==> config.mk <==
export PLATFORM = sky130hd
export DESIGN_NAME = mesh_cfg_sequencer
export DESIGN_NICKNAME = d
export VERILOG_FILES = /design/src/rtl/mesh_cfg_pkg.sv /design/src/rtl/mesh_cfg_timer.sv /design/src/rtl/mesh_cfg_sequencer.sv
export SDC_FILE = /design/constraint.sdc
export NUM_CORES = 1
export LEC_CHECK = 0
export BUFFER_PORTS_ARGS = -buffer_cell sky130_fd_sc_hd__buf_2
export CAP_MARGIN = 10
export CORE_MARGIN = 1
export CORE_UTILIZATION = 48
export CTS_BUF_LIST = sky130_fd_sc_hd__clkbuf_8
export CTS_CLUSTER_SIZE = 40
export DETAILED_ROUTE_END_ITERATION = 8
export GPL_TIMING_DRIVEN = 0
export HOLD_SLACK_MARGIN = 0.15
export PLACE_DENSITY = 0.88
export SLEW_MARGIN = 20
export SYNTH_ARGS = -nofsm -noshare
export SYNTH_HDL_FRONTEND = slang
export SYNTH_SLANG_ARGS = --single-unit
==> constraint.sdc <==
create_clock -name wb_clk_i -period 4.8 [get_ports wb_clk_i]
set_input_delay 0.72 -clock wb_clk_i [delete_from_list [all_inputs] [get_ports wb_clk_i]]
set_output_delay 0.72 -clock wb_clk_i [all_outputs]
set_load 0.05 [all_outputs]
==> src/rtl/mesh_cfg_pkg.sv <==
// Shared types and constants for the mesh routing-configuration sequencer.
// Holds the FSM state enum, default register addresses and STAT field positions.
package mesh_cfg_pkg;

  typedef enum logic [1:0] {
    ST_IDLE   = 2'd0,
    ST_DRAIN  = 2'd1,
    ST_SWITCH = 2'd2,
    ST_SETTLE = 2'd3
  } state_e;

  localparam logic [31:0] CFG_ADDR_DEF  = 32'h3000_0000;
  localparam logic [31:0] STAT_ADDR_DEF = 32'h3000_0004;

  localparam int STAT_ACT_LSB  = 0;
  localparam int STAT_PEND_LSB = 2;
  localparam int STAT_BUSY_BIT = 4;
  localparam int STAT_ERR_BIT  = 5;
  localparam int STAT_TOUT_BIT = 6;

  localparam int CNT_W = 8;

  function automatic logic [31:0] stat_word(input logic [1:0] act,
                                            input logic [1:0] pend,
                                            input logic       busy,
                                            input logic       err,
                                            input logic       tout);
    logic [31:0] w;
    w = '0;
    w[STAT_ACT_LSB +: 2]  = act;
    w[STAT_PEND_LSB +: 2] = pend;
    w[STAT_BUSY_BIT]      = busy;
    w[STAT_ERR_BIT]       = err;
    w[STAT_TOUT_BIT]      = tout;
    return w;
  endfunction

endpackage

==> src/rtl/mesh_cfg_timer.sv <==
// Shared drain-timeout / settle counter: counts up from zero after a clear and
// saturates at the limit; tc_o flags the cycle whose increment reaches the limit.
module mesh_cfg_timer
  import mesh_cfg_pkg::*;
(
  input  logic             clk_i,
  input  logic             rst_i,
  input  logic             clr_i,
  input  logic             en_i,
  input  logic [CNT_W-1:0] limit_i,
  output logic             tc_o
);

  logic [CNT_W-1:0] cnt_q, cnt_d;
  logic [CNT_W:0]   cnt_inc;

  assign cnt_inc = {1'b0, cnt_q} + (CNT_W+1)'(1);
  assign tc_o    = en_i && (cnt_inc >= {1'b0, limit_i});

  always_comb begin
    cnt_d = cnt_q;
    if (clr_i) begin
      cnt_d = '0;
    end else if (en_i && (cnt_q != limit_i)) begin
      cnt_d = cnt_inc[CNT_W-1:0];
    end
  end

  always_ff @(posedge clk_i) begin
    if (rst_i) begin
      cnt_q <= '0;
    end else begin
      cnt_q <= cnt_d;
    end
  end

endmodule

==> src/rtl/mesh_cfg_sequencer.sv <==
// Wishbone-programmed sequencer that drains the fabric, switches the mesh routing
// configuration and holds new host cycles off until the line muxes have settled.
//
// state     | meaning
// ST_IDLE   | no change pending, host traffic flows
// ST_DRAIN  | hold asserted, waiting for the outstanding fabric cycle or timeout
// ST_SWITCH | one cycle: new configuration applied, cfg_changed pulse
// ST_SETTLE | SETTLE_CYCLES of hold while the muxes settle
module mesh_cfg_sequencer
  import mesh_cfg_pkg::*;
#(
  parameter logic [31:0] CFG_ADDR      = CFG_ADDR_DEF,
  parameter logic [31:0] STAT_ADDR     = STAT_ADDR_DEF,
  parameter int          SETTLE_CYCLES = 4,
  parameter int          DRAIN_TIMEOUT = 255
) (
  input  logic        wb_clk_i,
  input  logic        wb_rst_i,
  input  logic        wbs_stb_i,
  input  logic        wbs_cyc_i,
  input  logic        wbs_we_i,
  input  logic [3:0]  wbs_sel_i,
  input  logic [31:0] wbs_dat_i,
  input  logic [31:0] wbs_adr_i,
  output logic        wbs_ack_o,
  output logic [31:0] wbs_dat_o,
  input  logic        fab_busy_i,
  output logic [3:0]  configuration_o,
  output logic        hold_o,
  output logic        cfg_changed_o
);

  state_e      state_q;
  logic [1:0]  active_q;
  logic        hold_q;
  logic        changed_q;

  logic [1:0]  pending_q, pending_d;
  logic        pend_valid_q, pend_valid_d;
  logic        err_q, err_d;
  logic        tout_q, tout_d;
  logic        ack_q, ack_d;
  logic [31:0] rdata_q, rdata_d;

  logic        hit_cfg, hit_stat, accept, cfg_wr, stat_wr, rd_acc;
  logic        go_switch, go_timeout;
  logic        tmr_clr, tmr_en, tmr_tc;
  logic [CNT_W-1:0] tmr_limit;
  logic        unused_bits;

  assign unused_bits = ^{wbs_sel_i[3:1], wbs_dat_i[31:7], wbs_dat_i[4]};

  assign hit_cfg  = (wbs_adr_i == CFG_ADDR);
  assign hit_stat = (wbs_adr_i == STAT_ADDR);
  // Blocking on ack_q forces a low cycle between acks even with stb held.
  assign accept   = wbs_stb_i & wbs_cyc_i & (hit_cfg | hit_stat) & ~ack_q;
  assign cfg_wr   = accept & wbs_we_i & hit_cfg & wbs_sel_i[0];
  assign stat_wr  = accept & wbs_we_i & hit_stat & wbs_sel_i[0];
  assign rd_acc   = accept & ~wbs_we_i;

  assign go_switch  = (state_q == ST_DRAIN) & (~fab_busy_i | tmr_tc);
  assign go_timeout = (state_q == ST_DRAIN) & fab_busy_i & tmr_tc;

  assign tmr_en    = (state_q == ST_DRAIN) | (state_q == ST_SETTLE);
  assign tmr_clr   = (state_q == ST_IDLE) | (state_q == ST_SWITCH) |
                     ((state_q == ST_SETTLE) & tmr_tc);
  assign tmr_limit = (state_q == ST_DRAIN) ? CNT_W'(DRAIN_TIMEOUT) : CNT_W'(SETTLE_CYCLES);

  mesh_cfg_timer u_timer (
    .clk_i   (wb_clk_i),
    .rst_i   (wb_rst_i),
    .clr_i   (tmr_clr),
    .en_i    (tmr_en),
    .limit_i (tmr_limit),
    .tc_o    (tmr_tc)
  );

  always_comb begin
    pending_d    = pending_q;
    pend_valid_d = pend_valid_q;
    err_d        = err_q;
    tout_d       = tout_q;
    ack_d        = accept;
    rdata_d      = '0;

    if (go_switch) pend_valid_d = 1'b0;

    if (stat_wr) begin
      if (wbs_dat_i[STAT_ERR_BIT])  err_d  = 1'b0;
      if (wbs_dat_i[STAT_TOUT_BIT]) tout_d = 1'b0;
    end
    if (go_timeout) tout_d = 1'b1;

    // A write in the switch cycle wins over the clear and triggers another pass.
    if (cfg_wr) begin
      if (wbs_dat_i[3:2] != 2'b00) begin
        err_d = 1'b1;
      end else begin
        pending_d    = wbs_dat_i[1:0];
        pend_valid_d = !((state_q == ST_IDLE) && !pend_valid_q &&
                         (wbs_dat_i[1:0] == active_q));
      end
    end

    if (rd_acc) begin
      rdata_d = hit_cfg ? {30'b0, active_q}
                        : stat_word(active_q, pending_q, state_q != ST_IDLE, err_q, tout_q);
    end
  end

  always_ff @(posedge wb_clk_i) begin
    if (wb_rst_i) begin
      pending_q    <= '0;
      pend_valid_q <= 1'b0;
      err_q        <= 1'b0;
      tout_q       <= 1'b0;
      ack_q        <= 1'b0;
      rdata_q      <= '0;
    end else begin
      pending_q    <= pending_d;
      pend_valid_q <= pend_valid_d;
      err_q        <= err_d;
      tout_q       <= tout_d;
      ack_q        <= ack_d;
      rdata_q      <= rdata_d;
    end
  end

  always_ff @(posedge wb_clk_i) begin
    if (wb_rst_i) begin
      state_q   <= ST_IDLE;
      active_q  <= '0;
      hold_q    <= 1'b0;
      changed_q <= 1'b0;
    end else begin
      changed_q <= 1'b0;
      unique case (state_q)
        ST_IDLE: begin
          if (pend_valid_q) begin
            state_q <= ST_DRAIN;
            hold_q  <= 1'b1;
          end
        end
        ST_DRAIN: begin
          if (go_switch) begin
            state_q   <= ST_SWITCH;
            active_q  <= pending_q;
            changed_q <= 1'b1;
          end
        end
        ST_SWITCH: begin
          state_q <= ST_SETTLE;
        end
        ST_SETTLE: begin
          if (tmr_tc) begin
            if (pend_valid_q) begin
              state_q <= ST_DRAIN;
            end else begin
              state_q <= ST_IDLE;
              hold_q  <= 1'b0;
            end
          end
        end
        default: begin
          state_q <= ST_IDLE;
          hold_q  <= 1'b0;
        end
      endcase
    end
  end

  assign configuration_o = {2'b00, active_q};
  assign hold_o          = hold_q;
  assign cfg_changed_o   = changed_q;
  assign wbs_ack_o       = ack_q;
  assign wbs_dat_o       = rdata_q;

endmodule

Yosys cells after proc, flatten, opt, wreduce, memory -nomap -nowiden

Cells that the tools add are included.

Flip-flop bits (word level): 52
Output and inout bits: 39
Input bits: 74
Word-level logic and storage cells: 91

Reductions and logical operators: 21
Bitwise operators: 24
Add/sub/neg operators: 1
Magnitude comparators: 1
Equal/unequal tests: 11
Muxes and demuxes: 21

Operators by type and width:

| kind                                                  | number |
|---|---|
| equality test 32 x 30 -> 1 bit, second input constant | 2 |
| 2-to-1 mux 1 bit                                      | 15 |
| bitwise AND 1 bit                                     | 13 |
| nonzero test 2 bit                                    | 5 |
| adder 8 x 1 -> 9 bit, second input constant           | 1 |
| greater-or-equal comparator 9 x 8 -> 1 bit            | 1 |
| 2-to-1 mux 8 bit                                      | 1 |
| inequality test 2 bit, second input constant          | 4 |
| inequality test 8 bit                                 | 1 |
| case mux 2 bit (4 select lines)                       | 1 |
| 2-to-1 mux 2 bit                                      | 3 |
| NOT 1 bit                                             | 6 |
| AND reduction 2 bit                                   | 3 |
| OR reduction 2 bit                                    | 3 |
| OR 1 bit                                              | 5 |
| equality test 2 bit, second input constant            | 2 |
| logical AND 1 bit                                     | 4 |
| AND reduction 4 bit                                   | 1 |
| AND reduction 3 bit                                   | 1 |
| OR reduction 3 bit                                    | 1 |
| equality test 2 x 1 -> 1 bit, second input constant   | 1 |
| equality test 2 bit                                   | 1 |
| zero test 1 bit                                       | 2 |
| zero test 2 bit                                       | 1 |
| case mux 1 bit (2 select lines)                       | 1 |

Longest topological paths before layout

Gate-level depths: netlist (run 1).

Word-level depth: 10
Gate-level depth with buffers: 11
Gate-level depth less buffers: 11

Modules after synthesis

Synthesis (run 1) repeated with hierarchy kept, for this count alone.

Cell total of the unflattened synthesis: 229
Area, all modules: 2028.2 um^2

Modules (own cells, without submodules):

| module             | times used | area an instance (um^2) | sequential area each (um^2) | cells an instance |
|---|---|---|---|---|
| mesh_cfg_sequencer | 1          | 1229.9                  | 380.4                       | 130 |
| mesh_cfg_timer     | 1          | 798.3                   | 160.2                       | 99 |

Worst setup path before layout (run 1)

No wires, ideal clock.

Path type: register to register
Start: register u_timer.cnt_q[1]
End: register hold_q, in the netlist hold_o
Setup time: 143 ps
Cell stages (with the launch flop): 12
Arrival: 2357 ps
Path buffers: 0
Required time: 4657 ps
Path slack: 2300 ps
Period minus slack after synthesis: 2500 ps
Path through: dfxtp_1 -> ha_1 -> nand3_1 -> inv_1 -> nand3_1 -> xnor2_1 -> ha_1 -> nand3_1 -> nor2_1 -> o2111ai_1 -> a21oi_2 -> a21oi_1

Cells in the longest elaborated chain, start to end: 5

Ends and longest elaborated chain:

| item                                       | RTL line                  | text |
|---|---|---|
| start: declaration                         | mesh_cfg_timer.sv:14      | `logic [CNT_W-1:0] cnt_q, cnt_d;` |
| start signal: assignment                   | mesh_cfg_timer.sv:33      | `cnt_q <= cnt_d;` |
| adder 8 x 1 -> 9 bit                       | mesh_cfg_timer.sv:17      | `assign cnt_inc = {1'b0, cnt_q} + (CNT_W+1)'(1);` |
| net u_timer.cnt_inc[6]                     | mesh_cfg_timer.sv:15      | `logic [CNT_W:0] cnt_inc;` |
| greater-or-equal comparator 9 x 8 -> 1 bit | mesh_cfg_timer.sv:18      | `assign tc_o = en_i && (cnt_inc >= {1'b0, limit_i});` |
| logical AND 1 bit                          | mesh_cfg_timer.sv:18      |  |
| inequality test 2 bit (no line)            | -                         |  |
| AND reduction 4 bit (no line)              | -                         |  |
| end signal: assignment                     | mesh_cfg_sequencer.sv:133 | `hold_q <= 1'b0;` |
| end signal: assignment                     | mesh_cfg_sequencer.sv:141 | `hold_q <= 1'b1;` |
| end signal: assignment                     | mesh_cfg_sequencer.sv:160 | `hold_q <= 1'b0;` |
| end: declaration                           | mesh_cfg_sequencer.sv:35  | `logic hold_q;` |

The timed path passes the listed nets, and every way through them passes these cells.
A chain may end at the register's enable or synchronous reset.

Final worst setup path (run 1)

Same ends and word-level chain as after synthesis.

==> results.cfg, run 1 <==
[final_layout]
layout-drive-gt1-share_pct = 35.2
final_util_pct = 63.3
fin_nets = 380
stdcell_area_um2 = 2330
syn2layout_area_growth_pct = 25.8
insertedDiodeCount = 0

[hold_path]
hold_path_class = reg2reg
worstHoldPathCells = 2

[yosys]
yosys_most_used_dff = dfxtp_1
synth_cells = 208
syn_avg_cell_area_um2 = 8.92
synth_area_leaders = dfxtp_1 (29%), buf_4 (11%), ha_1 (8.1%)
synthArstFlopShare_pct = 0
synth_edf_count = 0
synth_top_area_share_pct = 29.1
synth_common_cells = buf_4 (27), dfxtp_1 (27), ha_1 (12), nor2_1 (11), inv_1 (10)
ys_ff_latch = 27
yosysSeqAreaShare_pct = 29.1
synth_warnings = 0
synth_cell_type_count = 48
yosysTopAreaCell = dfxtp_1
syn_area_um2 = 1860

[floorplan]
initial_utilization_pct = 50.3
fp.dieArea_um2 = 4120
fp.dieW_um = 64.2
num_rows = 22
core_area_um2 = 3690
die_h_um = 64.2
ioPinCount = 113

[critical_path]
crit_required_ps = 4930
cp.arrival_ps = 3140
path_max_fanout = 9
critPathKind = reg2reg
cp-start-kind = register
end_kind = register
reg2regPathDepth = 11

[placement]
place_ws_ps = 1820
dp_hpwl_mm = 3.12
finalWeightedCongestion = 0.876
io_buffer_count = 55
place_area_um2 = 2290

[clocking]
clk_pin_slew_worst_paths_ps = 90
numClockSinks = 27
root_buffer = clkbuf_8
clk_path_buf_depth = 2
postCtsSetupBuffers = 0
cts_hold_buf = 0
clock_latency_ps = 270
cts_resized = 0
cts_inserted_buffers = 3
h-tree-depth = 1
tritoncts = built

[routing]
drc = 0
ant_nets = 0
viasPerCell = 5.04
vias = 1720
routed_wl_mm = 3.90
first_pass_iters = 6
drt_iter0_markers = 46
wl_per_cell_um = 11.4

[power]
p_leak_nw = 1.08
ir_worst_vdd_mv = 0.156
power_density_nw_per_um2 = 187

[global_route]
grt_pass1_wl_mm = 6.39
grt_pass1_vias = 1529
track_usage_pct = 19.0
globalRoute.totalOverflow = 0
grt_max_degree = 15
antenna_found_initial = 0

[sta]
finalCritPeriodShare_pct = 62.8
tightestPinTransition_ps = 634
setup_viol = 0
setup_slack_ps = 1790
fin_crit_ps = 3010
clock_skew_ps = 3.79
fmax_mhz = 332
hold_viol = 0
slew_violations = 0
relSlewSlack_pct = 57.7
rsz0062_at_grt = false
setup_tns_ps = 0

[status]
outcome = complete, no violations

[flow_run]
cap_violations = 0
[cells in the final DEF (no fill, tap or decap), types with 2 or more instances in the layout]
cell and count:
buf_2 57, buf_4 27, conb_1 27, dfxtp_1 27
ha_1 12, nor2_1 11, inv_1 11, nand2_1 8
nor4_1 8, a211oi_2 8, nand2b_1 7, nand3_1 6
xnor2_1 6, a21oi_1 6, a31oi_1 5, mux2i_1 5
or4_1 5, and3_1 4, o31ai_1 4, o21ai_1 4
nand4_1 3, clkbuf_1 3, nor2b_1 3, or3_1 3
o41ai_1 3, clkbuf_8 3, xor2_1 2, nor4_2 2
or4b_1 2, and2_1 2
[per-layer routing]
layer / global-route usage [%] / part of all wire (%) / vias up
met4: 2.22 / 0.31 / 0
met1: 23.3 / 43 / 799
met2: 35.0 / 52 / 47
met5: 0 / 0 / -
met3: 3.93 / 4.4 / 2
li1: - / - / 872
[report_power, final]
| part | internal, W | leakage [nW] | switching, W |
|---|---|---|---|
| Combinational | 0.0000314 | 0.835 | 0.0000586 |
| Sequential | 0.000224 | 0.217 | 0.00000000000000148 |
| Clock | 0.0000572 | 0.0269 | 0.0000652 |
| Total | 0.000312 | 1.08 | 0.000124 |
[state kept, by name, indices dropped and copies added (netlist names)]
| name | cells |
|---|---|
| active_q | 2 |
| cfg_changed_o | 1 |
| err_q | 1 |
| hold_o | 1 |
| pend_valid_q | 1 |
| pending_q | 2 |
| state_q | 2 |
| tout_q | 1 |
| u_timer.cnt_q | 8 |
| wbs_ack_o | 1 |
| wbs_dat_o | 7 |
[final cells by class]
class / count / area [um^2]
inverters: 10 / 37.5
plain buffers: 34 / 243
fillers: 326 / 1360
clock inverters: 1 / 3.75
well taps: 48 / 60.1
repair buffers: 55 / 275
flip-flops and latches: 27 / 541
clock buffers: 3 / 41.3
multi-input cells: 163 / 1130
[path summary, 6_finish.rpt]
kind	start	end	slack [ps]
max	u_timer.cnt_q[1]	hold_o	1790
min	err_q	err_q	460
max reg2reg	u_timer.cnt_q[1]	hold_o	1790
min reg2reg	err_q	err_q	460
[critical path: stages (launching register included)]
cell and delay [ps]:
dfxtp_1 430, ha_1 290, nand3_1 180, inv_1 90
nand3_1 120, xnor2_1 170, ha_1 300, nand3_1 100
nor2_1 130, o2111ai_1 300, a21oi_2 610, a21oi_1 150
[per-stage QoR]
step / std cells / total power [W] / hold WS [ps]
after floorplan: 234 / 0.000299 / 437
after global placement: 337 / 0.000318 / 450
after detailed placement: 337 / 0.000318 / 454
after CTS: 341 / 0.000441 / 468
after global routing: 341 / 0.000457 / 494
final: 341 / 0.000436 / 465
[cells by family (layout without fill, tap and decap cells)]
kind of cell	Yosys count	count (layout)	synth area share (%)
flops	27	27	29.1
xor+xnor	8	8	3.78
mux	5	5	2.70
simple gates	70	70	22.9
compound gates	41	41	18.1
other cells	1	27	0.202
buf+inv	44	103	15.1
fa+ha+maj	12	12	8.09
Power figures use the tool's default switching activity.
==> inputs of run 2 (changes only) <==
Settings changed: ABC_AREA from default to 1, CORE_UTILIZATION 48 to 45, PLACE_DENSITY 0.88 to 0.82.
Clock period 4.8 ns to 3.11 ns, I/O delays scaled along.
==> results.cfg, run 2 <==
[status]
outcome = complete, no violations

[global_route]
grt_use_met1_pct = 22.5
track_usage_pct = 19.7
met3_usage_pct = 2.20
antenna_found_initial = 0
grtUsageMet2_pct = 37.4
globalRoute.totalOverflow = 0
top_usage_layer = met2
grt_pass1_wl_mm = 7.00
grt_max_degree = 16
grt_pass1_vias = 1765

[sta]
fin_crit_ps = 2490
fmax_mhz = 401
setup_tns_ps = 0
slew_violations = 0
rsz0062_at_grt = false
setup_slack_ps = 618
setup_viol = 0
clock_skew_ps = 7.66
hold_viol = 0
finalCritPeriodShare_pct = 80.1

[yosys]
syn_area_um2 = 1920
synth_warnings = 0
yosys_most_used_dff = dfxtp_1
syn_avg_cell_area_um2 = 6.54
ys_ff_latch = 27
synth_cells = 293
synth_area_leaders = dfxtp_1 (28%), nor2_1 (13%), buf_4 (11%)
synth_common_cells = nor2_1 (68), nand2_1 (55), inv_1 (38), buf_4 (28), dfxtp_1 (27)
yosysTopAreaCell = dfxtp_1
synth_top_area_share_pct = 28.2
synth_edf_count = 0
synthArstFlopShare_pct = 0
synth_cell_type_count = 26
yosysSeqAreaShare_pct = 28.2
synth.most_common_cell = nor2_1

[routing]
vias = 1915
routed_wl_mm = 3.92
drt_iter0_markers = 80
ant_nets = 0
wl_per_cell_um = 9.13
viasPerCell = 4.46
first_pass_iters = 4
drc = 0

[power]
p_leak_nw = 1.30
power_density_nw_per_um2 = 290
p_total_w = 0.000696
p_switching_w = 0.000211
power_frac_seq_pct = 49.6
ir_worst_vdd_mv = 0.194
power_frac_comb_pct = 21.4
clkPwrFrac_pct = 29.0
internal_power_w = 0.000486
swShare_pct = 30.3

[critical_path]
path_common_cell = nand2_1
critPathKind = reg2reg
crit_start = u_timer.cnt_q[0]
cp_slowest_cell = dfxtp_1
crit_required_ps = 3270
crit_chain = ha_1, nand2_1, nor2_2, xor2_1, ha_1, nand2_1, nor2_1, nand2_1, nor2_1, o21ai_1, nand2_1, nand2_1, o21ai_4, nor2_1
cp.arrival_ps = 2650
path_max_fanout = 8
end_kind = register
cp-start-kind = register
critPathMaxStageDelay_ps = 420
r2r-start = u_timer.cnt_q[0]

[final_layout]
syn2layout_area_growth_pct = 25.4
top_register = u_timer.cnt_q
final_common_cell = nor2_1
insertedDiodeCount = 0
layout-drive-gt1-share_pct = 25.9
fin_nets = 466
stdcell_area_um2 = 2400
largest_reg_flops = 8
layout_common_cells = nor2_1 (68), buf_2 (56), nand2_1 (55), inv_1 (38), buf_4 (28)
final_util_pct = 59.2

[floorplan]
initial_utilization_pct = 47.2
fp.dieW_um = 67.2
fp.dieArea_um2 = 4520
die_h_um = 67.2
num_rows = 23
core_area_um2 = 4060
ioPinCount = 113

[clocking]
clk_path_buf_depth = 2
cts_inserted_buffers = 3
root_buffer = clkbuf_8
cts_hold_buf = 0
h-tree-depth = 1
tritoncts = built
clk_pin_slew_worst_paths_ps = 100
numClockSinks = 27
clock_latency_ps = 280
cts_resized = 0
postCtsSetupBuffers = 0

[placement]
place_area_um2 = 2360
place_ws_ps = 651
finalWeightedCongestion = 0.859
dp_hpwl_mm = 3.29
io_buffer_count = 56

[hold_path]
min_from = wb_rst_i
hold_path_class = in2reg

[flow_run]
cap_violations = 0
run 2: cell type report:
cell class	instances	area, um^2
Fill cell	402	1660
Timing Repair Buffer	56	280
Buffer	28	210
Clock buffer	3	41.3
Sequential cell	27	541
Multi-Input combinational cell	226	1120
Tap cell	50	62.6
Clock inverter	1	5.00
Inverter	38	143
run 2: logic make-up after synthesis:
| family | after synthesis | share of synthesized area [%] |
|---|---|---|
| AND/OR/NAND/NOR | 150 | 33.1 |
| buffers and inverters | 66 | 18.4 |
| AO/OA/AOI/OAI | 32 | 9.99 |
| flip-flops | 27 | 28.2 |
| adder cells (fa/ha/maj) | 12 | 7.84 |
| XOR/XNOR | 5 | 2.29 |
| other | 1 | 0.196 |
run 2: worst paths after layout:
kind / to / slack, ps / depth (start not counted)
hold reg to reg: hold_o / 440 / 2
setup / recovery: u_timer.cnt_q[2] / 620 / 14
setup reg to reg: u_timer.cnt_q[2] / 620 / 14
hold / removal: state_q[1] / 440 / 2
run 2: power by group through the flow:
stage / Clock, W / Sequential (W) / Combinational (W)
5_1_grt: 0.000222 / 0.000346 / 0.000161
4_1_cts: 0.000206 / 0.000345 / 0.000148
2_1_floorplan: 0 / 0.000353 / 0.000114
3_5_place_dp: 0 / 0.000353 / 0.000148
6_report: 0.000202 / 0.000345 / 0.000149
3_3_place_gp: 0 / 0.000353 / 0.000146
run 2: per-layer routing:
metal  up-vias  part of all wire [%]
met5         -                     0
met4         0                   1.4
met3         7                   3.9
met2        47                    50
met1       826                    45
li1       1035                     -
run 2: through the flow:
stage / instances / hold WS [ps]
after floorplan: 319 / 409
after global placement: 425 / 433
after detailed placement: 425 / 430
after CTS: 429 / 439
after global routing: 429 / 436
final: 429 / 437
run 2: critical path, delay by kind of cell, from the launching register on:
| family | cells | cell delay, ps |
|---|---|---|
| DFF | 1 | 420 |
| xor gates and xnor gates | 1 | 290 |
| and+or+nand+nor | 9 | 900 |
| adders and majority gates | 2 | 420 |
| AOI/OAI and AO/OA | 2 | 350 |
==> inputs of run 3 (changes only) <==
Settings changed: CORE_UTILIZATION 45 to 41, PLACE_DENSITY 0.82 to 0.79.
Clock period 3.11 ns to 2.1 ns, I/O delays scaled along.
==> results.cfg, run 3 (same netlist as run 2, synthesis figures left out) <==
[status]
outcome = finished, violations left
violations = negative setup slack

[floorplan]
fp.dieW_um = 70.4
core_area_um2 = 4410
fp.dieArea_um2 = 4950
die_h_um = 70.4
ioPinCount = 113
num_rows = 24
initial_utilization_pct = 43.4

[final_layout]
top_register = u_timer.cnt_q
layout-drive-gt1-share_pct = 34.0
final_util_pct = 58.4
final_common_cell = nor2_1
fin_nets = 475
insertedDiodeCount = 0
seqCellArea_um2 = 554
num-fill-cells = 398
syn2layout_area_growth_pct = 34.7
multi_input_area_um2 = 1200
largest_reg_flops = 8
layout_common_cells = nor2_1 (64), buf_2 (56), nand2_1 (48), inv_1 (35), buf_4 (35)

[sta]
rsz0062_at_grt = true
fin_crit_ps = 2240
fmax_mhz = 447
clock_skew_ps = 11.3
setup_slack_ps = -137
slew_violations = 0
hold_viol = 0
setup_viol = 15
finalCritPeriodShare_pct = 107
setup_tns_ps = -1270

[critical_path]
end_kind = register
cp_slowest_cell = dfxtp_4
r2r-start = u_timer.cnt_q[0]
crit_chain = ha_4, nand2_4, nor2_4, xor2_1, ha_1, nand2_2, nor2_2, nand2_1, nor2_1, o21ai_2, nand2_2, nand2_2, o21ai_4, nor2_1
critPathMaxStageDelay_ps = 380
path_max_fanout = 8
cp-start-kind = register
crit_required_ps = 2270
reg2regPathDepth = 14
cp.arrival_ps = 2400
rrSetupSlack_ps = -140
path_common_cell = nand2_2
critPathKind = reg2reg
worstReg2RegEnd = u_timer.cnt_q[4]

[routing]
viasPerCell = 4.47
wl_per_cell_um = 9.51
ant_nets = 0
drc = 0
first_pass_iters = 4
drt_iter0_markers = 64
vias = 1965
routed_wl_mm = 4.18

[clocking]
clk_path_buf_depth = 2
clock_latency_ps = 290
numClockSinks = 27
cts_hold_buf = 0
cts_inserted_buffers = 3
tritoncts = built
h-tree-depth = 1
root_buffer = clkbuf_8
clk_pin_slew_worst_paths_ps = 110

[global_route]
track_usage_pct = 17.2
grt_pass1_wl_mm = 7.02
grt_pass1_vias = 1805
antenna_found_initial = 0
grt_max_degree = 17
globalRoute.totalOverflow = 0

[flow_run]
cap_violations = 0

[placement]
dp_hpwl_mm = 3.37
io_buffer_count = 56
finalWeightedCongestion = 0.924

[power]
ir_worst_vdd_mv = 0.418
power_density_nw_per_um2 = 406
p_leak_nw = 1.36

[hold_path]
hold_path_class = in2reg
worstHoldPathCells = 2
min_from = wb_rst_i
min_to = state_q[1]
[run 3: cell count changes in the layout (fill, tap and decap cells not counted), sizes merged]
cell      change
buf           +9
clkinvlp      +1
clkinv        -1
[run 3: critical path: cells and delay by family, from the launching register on]
| kind | cells | cell delay, ps |
|---|---|---|
| XOR/XNOR | 1 | 150 |
| AND/OR/NAND/NOR | 9 | 730 |
| adder cells (fa/ha/maj) | 2 | 490 |
| AO/OA/AOI/OAI | 2 | 390 |
| flip-flops | 1 | 380 |
[run 3: per-stage QoR]
| step | instances | total power [W] | hold WS [ps] | area (um^2) | setup WS [ps] |
|---|---|---|---|---|---|
| final | 440 | 0.00105 | 274 | 2580 | -137 |
| after CTS | 436 | 0.00105 | 271 | 2520 | -96.9 |
| after global placement | 427 | 0.000740 | 417 | 2380 | -226 |
| after global routing | 440 | 0.00109 | 277 | 2580 | -282 |
| after detailed placement | 427 | 0.000742 | 428 | 2380 | -347 |
| after floorplan | 319 | 0.000692 | 384 | 2040 | 28.7 |
[run 3: worst max path at each step]
| stage | slack (ps) | to | cells after the start | start |
|---|---|---|---|---|
| global placement | -230 | u_timer.cnt_q[7] | 15 | u_timer.cnt_q[2] |
| CTS | -100 | u_timer.cnt_q[6] | 15 | u_timer.cnt_q[0] |
| finish | -140 | u_timer.cnt_q[4] | 14 | u_timer.cnt_q[0] |
| detailed placement | -350 | u_timer.cnt_q[6] | 12 | state_q[0] |
| floorplan | 30 | u_timer.cnt_q[7] | 15 | u_timer.cnt_q[0] |
| global route | -280 | u_timer.cnt_q[5] | 15 | u_timer.cnt_q[1] |
[run 3: area by class of cell]
| cell class | count | area share [%] |
|---|---|---|
| Buffer | 28 | 8.15 |
| Tap cell | 52 | 2.52 |
| Multi-Input combinational cell | 226 | 46.7 |
| Inverter | 38 | 5.53 |
| Timing Repair Buffer | 65 | 13.8 |
| Clock inverter | 1 | 0.291 |
| Clock buffer | 3 | 1.60 |
| Sequential cell | 27 | 21.5 |
[run 3: what timing repair did]
action	CTS	global route
pin swaps	8	7
resized for setup	18	12
endpoints found under the setup margin	16	16
buffers inserted	5	4
[run 3: report_power, final]
group	switching (W)	internal, W	leakage [nW]	total [W]
logic	0.000146	0.0000746	1.12	0.000221
registers	0.0000000000000181	0.000508	0.221	0.000508
clock network	0.000183	0.000135	0.0217	0.000319
total	0.000330	0.000718	1.36	0.00105
[run 3: layer usage]
metal / vias to the layer above / part of all wire (%) / global-route usage, %
met2: 46 / 52 / 34.6
li1: 1053 / - / -
met4: 0 / 0.55 / 3.33
met5: - / 0 / 0
met1: 862 / 43 / 17.7
met3: 4 / 4.8 / 4.18
